==> config.mk <==
export PLATFORM = sky130hd
export DESIGN_NAME = led_frame_scheduler
export DESIGN_NICKNAME = d
export VERILOG_FILES = /design/src/rtl/led_pkg.sv /design/src/rtl/led_color_map.sv /design/src/rtl/led_frame_scheduler.sv
export SDC_FILE = /design/constraint.sdc
export NUM_CORES = 1
export LEC_CHECK = 0
export BUFFER_PORTS_ARGS = -buffer_cell sky130_fd_sc_hd__buf_4
export CAP_MARGIN = 20
export CORE_MARGIN = 5
export CORE_UTILIZATION = 35
export CTS_CLUSTER_DIAMETER = 150
export DETAILED_ROUTE_END_ITERATION = 16
export PLACE_DENSITY = 0.62
export SLEW_MARGIN = 20
export SYNTH_ARGS = -nofsm -noshare
export SYNTH_HDL_FRONTEND = slang
export SYNTH_SLANG_ARGS = --single-unit
==> constraint.sdc <==
create_clock -name clk -period 5.8 [get_ports clk]
set_input_delay 0.29 -clock clk [delete_from_list [all_inputs] [get_ports clk]]
set_output_delay 0.29 -clock clk [all_outputs]
set_load 0.01 [all_outputs]
==> src/rtl/led_pkg.sv <==
// Shared types for the LED frame scheduler: GRB colour word, FSM states and
// the 8-bit brightness scaling helper used by the colour pipeline.
package led_pkg;

    // One frame-buffer word, laid out as {G, R, B} to match the WS2812B wire order.
    typedef struct packed {
        logic [7:0] g;
        logic [7:0] r;
        logic [7:0] b;
    } grb_t;

    // Frame sequencing states.
    typedef enum logic [2:0] {
        IDLE,
        ACCEPT,
        FILL,
        DRAIN,
        FLUSH
    } state_t;

    // Scale one channel by the global brightness: (ch * brightness) >> 8.
    // The product is formed in 16 bits and the upper byte kept, so 255*255 maps to 254.
    function automatic logic [7:0] scale8(input logic [7:0] ch, input logic [7:0] brightness);
        logic [15:0] product;
        product = 16'(ch) * 16'(brightness);
        return product[15:8];
    endfunction

endpackage

==> src/rtl/led_color_map.sv <==
// Two-stage colour pipeline: an 8-bit display level plus the frame brightness
// becomes a scaled GRB word. A blank entry produces black regardless of level,
// which is how padding writes for short frames travel in order with real ones.
module led_color_map
    import led_pkg::*;
#(
    parameter int ADDR_W = 7
) (
    input  logic              clk,
    input  logic              reset,
    input  logic              in_valid,
    input  logic              in_blank,
    input  logic [ADDR_W-1:0] in_addr,
    input  logic [7:0]        in_level,
    input  logic [7:0]        in_brightness,
    output logic              out_valid,
    output logic [ADDR_W-1:0] out_addr,
    output grb_t              out_color,
    output logic              busy
);

    logic              s1_valid;
    logic              s1_blank;
    logic [ADDR_W-1:0] s1_addr;
    logic [7:0]        s1_level;
    logic [7:0]        s1_brightness;

    // Stage 1 registers the incoming entry so the multiplies start from flops.
    always_ff @(posedge clk) begin
        if (reset) begin
            s1_valid      <= 1'b0;
            s1_blank      <= 1'b0;
            s1_addr       <= '0;
            s1_level      <= '0;
            s1_brightness <= '0;
        end else begin
            s1_valid      <= in_valid;
            s1_blank      <= in_blank;
            s1_addr       <= in_addr;
            s1_level      <= in_level;
            s1_brightness <= in_brightness;
        end
    end

    // Stage 2 maps level to green-to-red, scales both channels and registers the write.
    always_ff @(posedge clk) begin
        if (reset) begin
            out_valid <= 1'b0;
            out_addr  <= '0;
            out_color <= '0;
        end else begin
            out_valid <= s1_valid;
            out_addr  <= s1_addr;
            if (s1_blank) begin
                out_color <= '0;
            end else begin
                out_color.g <= scale8(8'(8'd255 - s1_level), s1_brightness);
                out_color.r <= scale8(s1_level, s1_brightness);
                out_color.b <= 8'd0;
            end
        end
    end

    assign busy = s1_valid | out_valid;

endmodule

==> src/rtl/led_frame_scheduler.sv <==
// Frame scheduler between the spectrum magnitude path and the WS2812B serializer.
// On each frame tick it accepts one level per LED, pads short frames with black,
// discards the tail of long frames, and reports framing problems on a sticky flag.
// Optional build macro: LED_FRAME_SCHEDULER_PEAK_HOLD_EN adds per-LED peak hold
// with a DECAY step per accepted frame.
module led_frame_scheduler
    import led_pkg::*;
#(
    parameter int STRIP_LEN    = 120,
    parameter int LEVEL_BITS   = 8,
    parameter int COLOR_BITS   = 24,
    parameter int FRAME_CYCLES = 1666667
`ifdef LED_FRAME_SCHEDULER_PEAK_HOLD_EN
    ,
    parameter int DECAY        = 4
`endif
) (
    input  logic                         clk,
    input  logic                         reset,
    input  logic [LEVEL_BITS-1:0]        s_level,
    input  logic                         s_valid,
    input  logic                         s_last,
    output logic                         s_ready,
    input  logic [7:0]                   brightness,
    output logic                         write_en,
    output logic [$clog2(STRIP_LEN)-1:0] write_addr,
    output logic [COLOR_BITS-1:0]        din,
    output logic                         frame_done,
    output logic                         frame_err
);

    localparam int ADDR_W = $clog2(STRIP_LEN);
    localparam int CNT_W  = $clog2(FRAME_CYCLES);
    localparam logic [ADDR_W-1:0] LAST_IDX   = ADDR_W'(STRIP_LEN - 1);
    localparam logic [CNT_W-1:0]  TICK_COUNT = CNT_W'(FRAME_CYCLES - 1);

    state_t            state;
    state_t            state_next;
    logic [CNT_W-1:0]  tick_count;
    logic              tick;
    logic [ADDR_W-1:0] idx;
    logic [7:0]        frame_brightness;
    logic              handshake;
    logic              push_valid;
    logic              push_blank;
    logic              pipe_busy;
    logic [7:0]        level8;
    logic [7:0]        display_level;
    logic              short_frame;
    logic              long_frame;
    logic              missed_tick;
    grb_t              pipe_color;

    // Normalise the incoming level to 8 bits: keep the MSBs of wide levels, zero-fill narrow ones.
    generate
        if (LEVEL_BITS >= 8) begin : g_level_msb
            assign level8 = s_level[LEVEL_BITS-1 -: 8];
        end else begin : g_level_pad
            assign level8 = {s_level, {(8 - LEVEL_BITS){1'b0}}};
        end
    endgenerate

    // Free-running frame tick counter; it never stops, so a late frame simply misses ticks.
    always_ff @(posedge clk) begin
        if (reset) begin
            tick_count <= '0;
        end else if (tick) begin
            tick_count <= '0;
        end else begin
            tick_count <= tick_count + 1'b1;
        end
    end

    assign tick      = (tick_count == TICK_COUNT);
    assign handshake = s_valid & s_ready;

    // State register.
    always_ff @(posedge clk) begin
        if (reset) begin
            state <= IDLE;
        end else begin
            state <= state_next;
        end
    end

    // Next-state decision: frame end is judged by where s_last lands relative to the last LED.
    always_comb begin
        state_next = state;
        case (state)
            IDLE: begin
                if (tick) state_next = ACCEPT;
            end
            ACCEPT: begin
                if (handshake) begin
                    if (s_last) begin
                        state_next = (idx == LAST_IDX) ? FLUSH : FILL;
                    end else if (idx == LAST_IDX) begin
                        state_next = DRAIN;
                    end
                end
            end
            FILL: begin
                if (idx == LAST_IDX) state_next = FLUSH;
            end
            DRAIN: begin
                if (handshake && s_last) state_next = FLUSH;
            end
            FLUSH: begin
                if (!pipe_busy) state_next = IDLE;
            end
            default: state_next = IDLE;
        endcase
    end

    // State-derived outputs: stream ready, pipe pushes and the end-of-frame pulse.
    always_comb begin
        s_ready    = 1'b0;
        push_valid = 1'b0;
        push_blank = 1'b0;
        frame_done = 1'b0;
        case (state)
            ACCEPT: begin
                s_ready    = 1'b1;
                push_valid = handshake;
            end
            FILL: begin
                push_valid = 1'b1;
                push_blank = 1'b1;
            end
            DRAIN: begin
                s_ready = 1'b1;
            end
            FLUSH: begin
                frame_done = ~pipe_busy;
            end
            default: begin
                s_ready = 1'b0;
            end
        endcase
    end

    assign short_frame = (state == ACCEPT) & handshake & s_last & (idx != LAST_IDX);
    assign long_frame  = (state == ACCEPT) & handshake & ~s_last & (idx == LAST_IDX);
    assign missed_tick = tick & (state != IDLE);

    // LED index, per-frame brightness snapshot and the sticky framing error.
    always_ff @(posedge clk) begin
        if (reset) begin
            idx              <= '0;
            frame_brightness <= '0;
            frame_err        <= 1'b0;
        end else begin
            if (state == IDLE && tick) begin
                idx              <= '0;
                frame_brightness <= brightness;
            end else if (state == ACCEPT && handshake && idx != LAST_IDX) begin
                idx <= idx + 1'b1;
            end else if (state == FILL && idx != LAST_IDX) begin
                idx <= idx + 1'b1;
            end
            if (short_frame || long_frame || missed_tick) begin
                frame_err <= 1'b1;
            end
        end
    end

`ifdef LED_FRAME_SCHEDULER_PEAK_HOLD_EN
    logic [7:0] peak [STRIP_LEN];
    logic [7:0] decayed_peak;

    // Decay the stored peak by one step, then display whichever is higher: it or the new level.
    always_comb begin
        decayed_peak  = (peak[idx] >= 8'(DECAY)) ? 8'(peak[idx] - 8'(DECAY)) : 8'd0;
        display_level = (level8 > decayed_peak) ? level8 : decayed_peak;
    end

    // Peaks update only for LEDs written from real levels; padded LEDs keep theirs.
    always_ff @(posedge clk) begin
        if (reset) begin
            for (int i = 0; i < STRIP_LEN; i++) begin
                peak[i] <= 8'd0;
            end
        end else if (push_valid && !push_blank) begin
            peak[idx] <= display_level;
        end
    end
`else
    assign display_level = level8;
`endif

    led_color_map #(
        .ADDR_W (ADDR_W)
    ) u_color_map (
        .clk           (clk),
        .reset         (reset),
        .in_valid      (push_valid),
        .in_blank      (push_blank),
        .in_addr       (idx),
        .in_level      (display_level),
        .in_brightness (frame_brightness),
        .out_valid     (write_en),
        .out_addr      (write_addr),
        .out_color     (pipe_color),
        .busy          (pipe_busy)
    );

    assign din = COLOR_BITS'(pipe_color);

endmodule

# Yosys cells after proc, flatten, opt, wreduce, memory -nomap -nowiden
# Cells that the tools add are included.
[totals]
in_bits = 20
wordCells = 73
output_inout_bits = 35
reg_bits = 97
[classes]
reduce_logical = 15
addsub = 3
eq_ne = 13
n_mux = 15
mul = 2
n_bitwise = 10
[op_table]
columns = ["op", "n"]
rows = [
  ["$mul A8 B8 Y16", 2],
  ["$mux W3", 8],
  ["$add A21 B1 Y21 const B", 1],
  ["$eq A21 B21 Y1 const B", 1],
  ["$pmux W3 S5", 1],
  ["$mux W7", 2],
  ["$ne A2 B2 Y1 const B", 5],
  ["$reduce_or A2 Y1", 4],
  ["$sub A8 B8 Y8 const A", 1],
  ["$add A7 B1 Y7 const B", 1],
  ["$and A1 B1 Y1", 7],
  ["$eq A7 B7 Y1 const B", 1],
  ["$ne A7 B7 Y1 const B", 1],
  ["$eq A3 B2 Y1 const B", 2],
  ["$reduce_and A6 Y1", 1],
  ["$logic_and A1 B1 Y1", 5],
  ["$eq A3 B1 Y1 const B", 1],
  ["$eq A3 B3 Y1 const B", 1],
  ["$logic_not A3 Y1", 1],
  ["$mux W1", 3],
  ["$ne A3 B3 Y1 const B", 1],
  ["$reduce_bool A3 Y1", 1],
  ["$logic_or A1 B1 Y1", 2],
  ["$not A1 Y1", 2],
  ["3 further kinds", 3],
]

# Logic depth before layout (Yosys ltp)
[depth]
depth_word = 9
ltp_mapped = 17
depth_no_buf = 15

# Cells and area by module
# From an unflattened synthesis, not the netlist that was laid out.
[hier_totals]
hier_cells = 792
hier_area_um2 = 7319.5
[modules_own_cells]
columns = ["mod", "cells_each", "seq_area_each_um2", "instances", "area_per_inst_um2"]
rows = [
  ["led_color_map", 588, 980.9, 1, 5466.5],
  ["led_frame_scheduler", 204, 800.8, 1, 1853.0],
]

# Worst setup path before layout
# Ideal clock, no wire load.
[synth_path]
path_type = "reg-to-reg"
from = "reg u_color_map.s1_level[1]"
to = "reg u_color_map.out_color[13] in the netlist's numbering"
n_path_buf = 1
t_required_ns = 5.705
arrival_time_ns = 4.235
setup_slack_ns = 1.470
path_stages_with_launch = 15
setup_ns = 0.095
cell_sequence = "dfxtp_1 -> clkbuf_1 -> and2_1 -> fa_1 -> fa_1 -> fa_1 -> inv_1 -> fa_1 -> inv_1 -> ha_1 -> and3_1 -> and2_1 -> a21oi_1 -> o211ai_1 -> a221oi_1"
[synth_via]
elab_chain_len = 1
[synth_rtl]
columns = ["element", "line_no", "text"]
rows = [
  ["from (decl)", "led_color_map.sv:25", "logic [7:0] s1_level;"],
  ["from (signal assigned)", "led_color_map.sv:40", "s1_level <= in_level;"],
  ["$mul A8 B8 Y16", "led_pkg.sv:25", "product = 16'(ch) * 16'(brightness);"],
  ["to (decl)", "led_color_map.sv:18", "output grb_t out_color,"],
]
# Every way passes these cells.
# A chain may end at the register's enable or synchronous reset.

# Worst setup path in the final report
[layout_path]
from = "reg u_color_map.s1_brightness[5]"
to = "reg u_color_map.out_color[22] in the netlist's numbering"
[layout_via]
elab_chain_len = 1
[layout_rtl]
columns = ["element", "line_no", "text"]
rows = [
  ["from (decl)", "led_color_map.sv:26", "logic [7:0] s1_brightness;"],
  ["from (signal assigned)", "led_color_map.sv:41", "s1_brightness <= in_brightness;"],
  ["$mul A8 B8 Y16", "led_pkg.sv:25", ""],
]
# Every way passes these cells.

==> results_dict.tcl <==
set metrics [dict create \
    gp_congestion 0.8423 \
    drc 0 \
    end_kind "flip-flop" \
    antenna_found_initial 0 \
    final_max_slew_viol_count 0 \
    cts-root-buf "clkbuf_16" \
    grt_setup_unrepaired "false" \
    setup_tns_ns 0 \
    drt_iter0_drc 275 \
    synthFlopType "dfxtp_1" \
    synth_area_leaders "dfxtp_1, fa_1, ha_1, nor2b_1, and2_1" \
    grt_pass1_wl_um 25960 \
    io_pins 55 \
    setup.worst_path.start_class "flip-flop" \
    p_total_mw 1.255 \
    crit_type "reg -> reg" \
    core_mm2 0.02030 \
    post-route-period-util_pct 80.11 \
    grt_max_degree 50 \
    synth_edf_count 0 \
    design_area_mm2 0.008061 \
    clock_latency_ns 0.35 \
    cp.arrival_ns 4.91 \
    avgSynthCellArea_um2 9.158 \
    p_sw_mw 0.3188 \
    status "finished, final reports clean" \
    grt_pass1_vias 5486 \
    postCtsHoldBufs 0 \
    powerDensity_mw_per_mm2 155.7 \
    relSlewSlack_pct 51.65 \
    place_area_mm2 0.007755 \
    vias 5289 \
    period_needed_ns 4.646 \
    internal_power_mw 0.9367 \
    cts_resized 0 \
    vdd_drop_max_v 0.0001419 \
    netlist_instances 789 \
    max_cap_viol_count 0 \
    cts.htree.levels 3 \
    via_per_inst 4.852 \
    synth.cell_area_mm2 0.007226 \
    die_x_um 153.7 \
    worst_slew_pin_slew_ns 0.7252 \
    skew_ns 0.009109 \
    p_comb_share_pct 2.6 \
    synth_area_leader_cell "dfxtp_1" \
    grt_overflow_total 0 \
    nFillCells 2089 \
    synth_cell_types 57 \
    clock-sinks 89 \
    fmax_mhz 215.2 \
    dpl.hpwl_um 11120 \
    ys_async_sr_fraction_pct 0 \
    clkSlewWorstSetupHoldPaths_ns 0.07 \
    detail-route-antenna-nets 0 \
    dr.pass1.iters 4 \
    hold_path.class "in -> reg" \
    cts_tree "done" \
    cts_max_path_buffers 2 \
    yosysTopAreaCellShare_pct 24.66 \
    synth_commonest_cells "dfxtp_1, inv_1, nor2b_1" \
    syn2layout_area_growth_pct 11.57 \
    drt_wl_total_um 14680 \
    fin_nets 974 \
    required_ns 6.07 \
    ys_ff_latch 89 \
    grtUsageTotal_pct 13.07 \
    finalSetupViolCount 0 \
    p_leak_nw 3.890 \
    diodes 0 \
    die-area_mm2 0.02362 \
    critPathMaxFanout 16 \
    yosysMostFrequentCell "dfxtp_1" \
    switching_share_pct 25.39 \
    routedWlPerCell_um 13.47 \
    cts_inserted_buffers 9 \
    seq_area_frac_synth_pct 24.66 \
    clkPwrFrac_pct 47.2 \
    p_seq_share_pct 50.2 \
    yosysWarningCount 0 \
    drive_above_1_share_pct 9.146 \
    initial_core_util_pct 35.60 \
    rrSetupSlack_ns 1.15 \
    port_buffers 46 \
    num_rows 52 \
    die_height_um 153.7 \
    postCtsSetupBuffers 0 \
    hold_viol 0 \
]
## through the flow
stage | worst slack, ns | cells | util [%] | hold WS [ns]
4_1_cts | 1.161 | 1090 | 39.71 | 0.1463
2_1_floorplan | 1.470 | 796 | - | 0.4138
5_1_grt | 0.8698 | 1090 | 39.71 | 0.1576
3_5_place_dp | 1.161 | 1074 | 38.20 | 0.4217
6_report | 1.154 | 1090 | 39.71 | 0.1597
3_3_place_gp | 1.272 | 1074 | 38.20 | 0.4258
## worst max-delay path: stages (launching register included)
cell and delay (ns):
dfxtp_1 0.66, nor2b_1 0.22, fa_1 0.46, fa_1 0.52, fa_1 0.55, inv_1 0.06
fa_1 0.53, inv_1 0.04, ha_1 0.36, and3_1 0.19, a221oi_2 0.43, a21oi_1 0.16
o21ai_0 0.17, nor3b_1 0.21
## per-layer routing
layer	track usage, %	up-vias	share of wire (%)
li1	-	2601	-
met5	0	-	0
met4	4.331	0	1.5
met2	20.97	116	46
met1	18.24	2558	49
met3	1.743	14	3.7
## area by class of cell
| cell class | count | area, µm² | area share (%) |
|---|---|---|---|
| tap | 270 | 337.8 | 4.191 |
| clock inverter | 7 | 81.33 | 1.009 |
| inverter | 86 | 322.8 | 4.004 |
| timing repair buffer | 47 | 352.8 | 4.377 |
| sequential | 89 | 1782 | 22.10 |
| multi-input combinational | 582 | 4960 | 61.52 |
| clock buffer | 9 | 225.2 | 2.794 |
## registers in the layout, indices dropped and copies added (netlist names)
| signal | cells |
|---|---|
| idx | 7 |
| u_color_map.out_valid | 1 |
| u_color_map.out_addr | 7 |
| frame_err | 1 |
| u_color_map.s1_valid | 1 |
| u_color_map.out_color | 16 |
| u_color_map.s1_addr | 7 |
| u_color_map.s1_level | 8 |
| frame_brightness | 8 |
| tick_count | 21 |
| state | 3 |
| u_color_map.s1_blank | 1 |
| u_color_map.s1_brightness | 8 |
## cells in the final DEF, fill, tap and decap left out, types with 3 or more instances in the layout
master / Yosys / final
or2_2: 4 / 4
nor3_1: 25 / 25
nand3b_1: 3 / 3
or3_1: 4 / 4
inv_1: 86 / 86
dfxtp_1: 89 / 89
nor2_1: 53 / 53
nand2_1: 33 / 33
ha_1: 69 / 69
clkbuf_16: 0 / 9
xnor2_1: 21 / 21
nor3b_1: 3 / 3
nor4b_2: 3 / 3
conb_1: 1 / 8
nor2b_1: 85 / 85
nand2b_1: 12 / 12
nand3_1: 15 / 15
o21a_1: 4 / 4
nand4_1: 10 / 10
and4_1: 3 / 3
fa_1: 70 / 70
xor2_1: 10 / 10
a21o_1: 6 / 6
a31oi_1: 3 / 3
a21oi_1: 22 / 22
o21ai_0: 13 / 13
and3_1: 10 / 10
buf_4: 9 / 47
and2_1: 52 / 52
mux2i_1: 9 / 9
## worst paths after layout
kind | startpoint | to | cells past startpoint
worst max-delay path | u_color_map.s1_brightness[5] | u_color_map.out_color[22] | 13
worst min-delay path | s_level[0] | u_color_map.s1_level[0] | 2
worst max register to register | u_color_map.s1_brightness[5] | u_color_map.out_color[22] | 13
worst min register to register | u_color_map.s1_addr[1] | u_color_map.out_addr[1] | 1
## cell families (layout without fill, tap and decap cells)
kind of cell	count (synthesis)	after routing	synth area share, %
simple gates	326	326	25.51
fa+ha+maj	139	139	31.34
buf+inv	125	149	7.065
flops	89	89	24.66
compound gates	69	69	6.373
xor+xnor	31	31	3.758
mux	9	9	1.247
other cells	1	8	0.05190
## power groups by stage
stage          logic (mW)  registers [mW]  clock network, mW
4_1_cts            0.0330           0.630              0.613
3_5_place_dp       0.0329           0.645                  0
2_1_floorplan      0.0271           0.635                  0
3_3_place_gp       0.0332           0.644                  0
6_report           0.0325           0.631              0.592
5_1_grt            0.0360           0.632              0.638
Power figures use the tool's default switching activity.
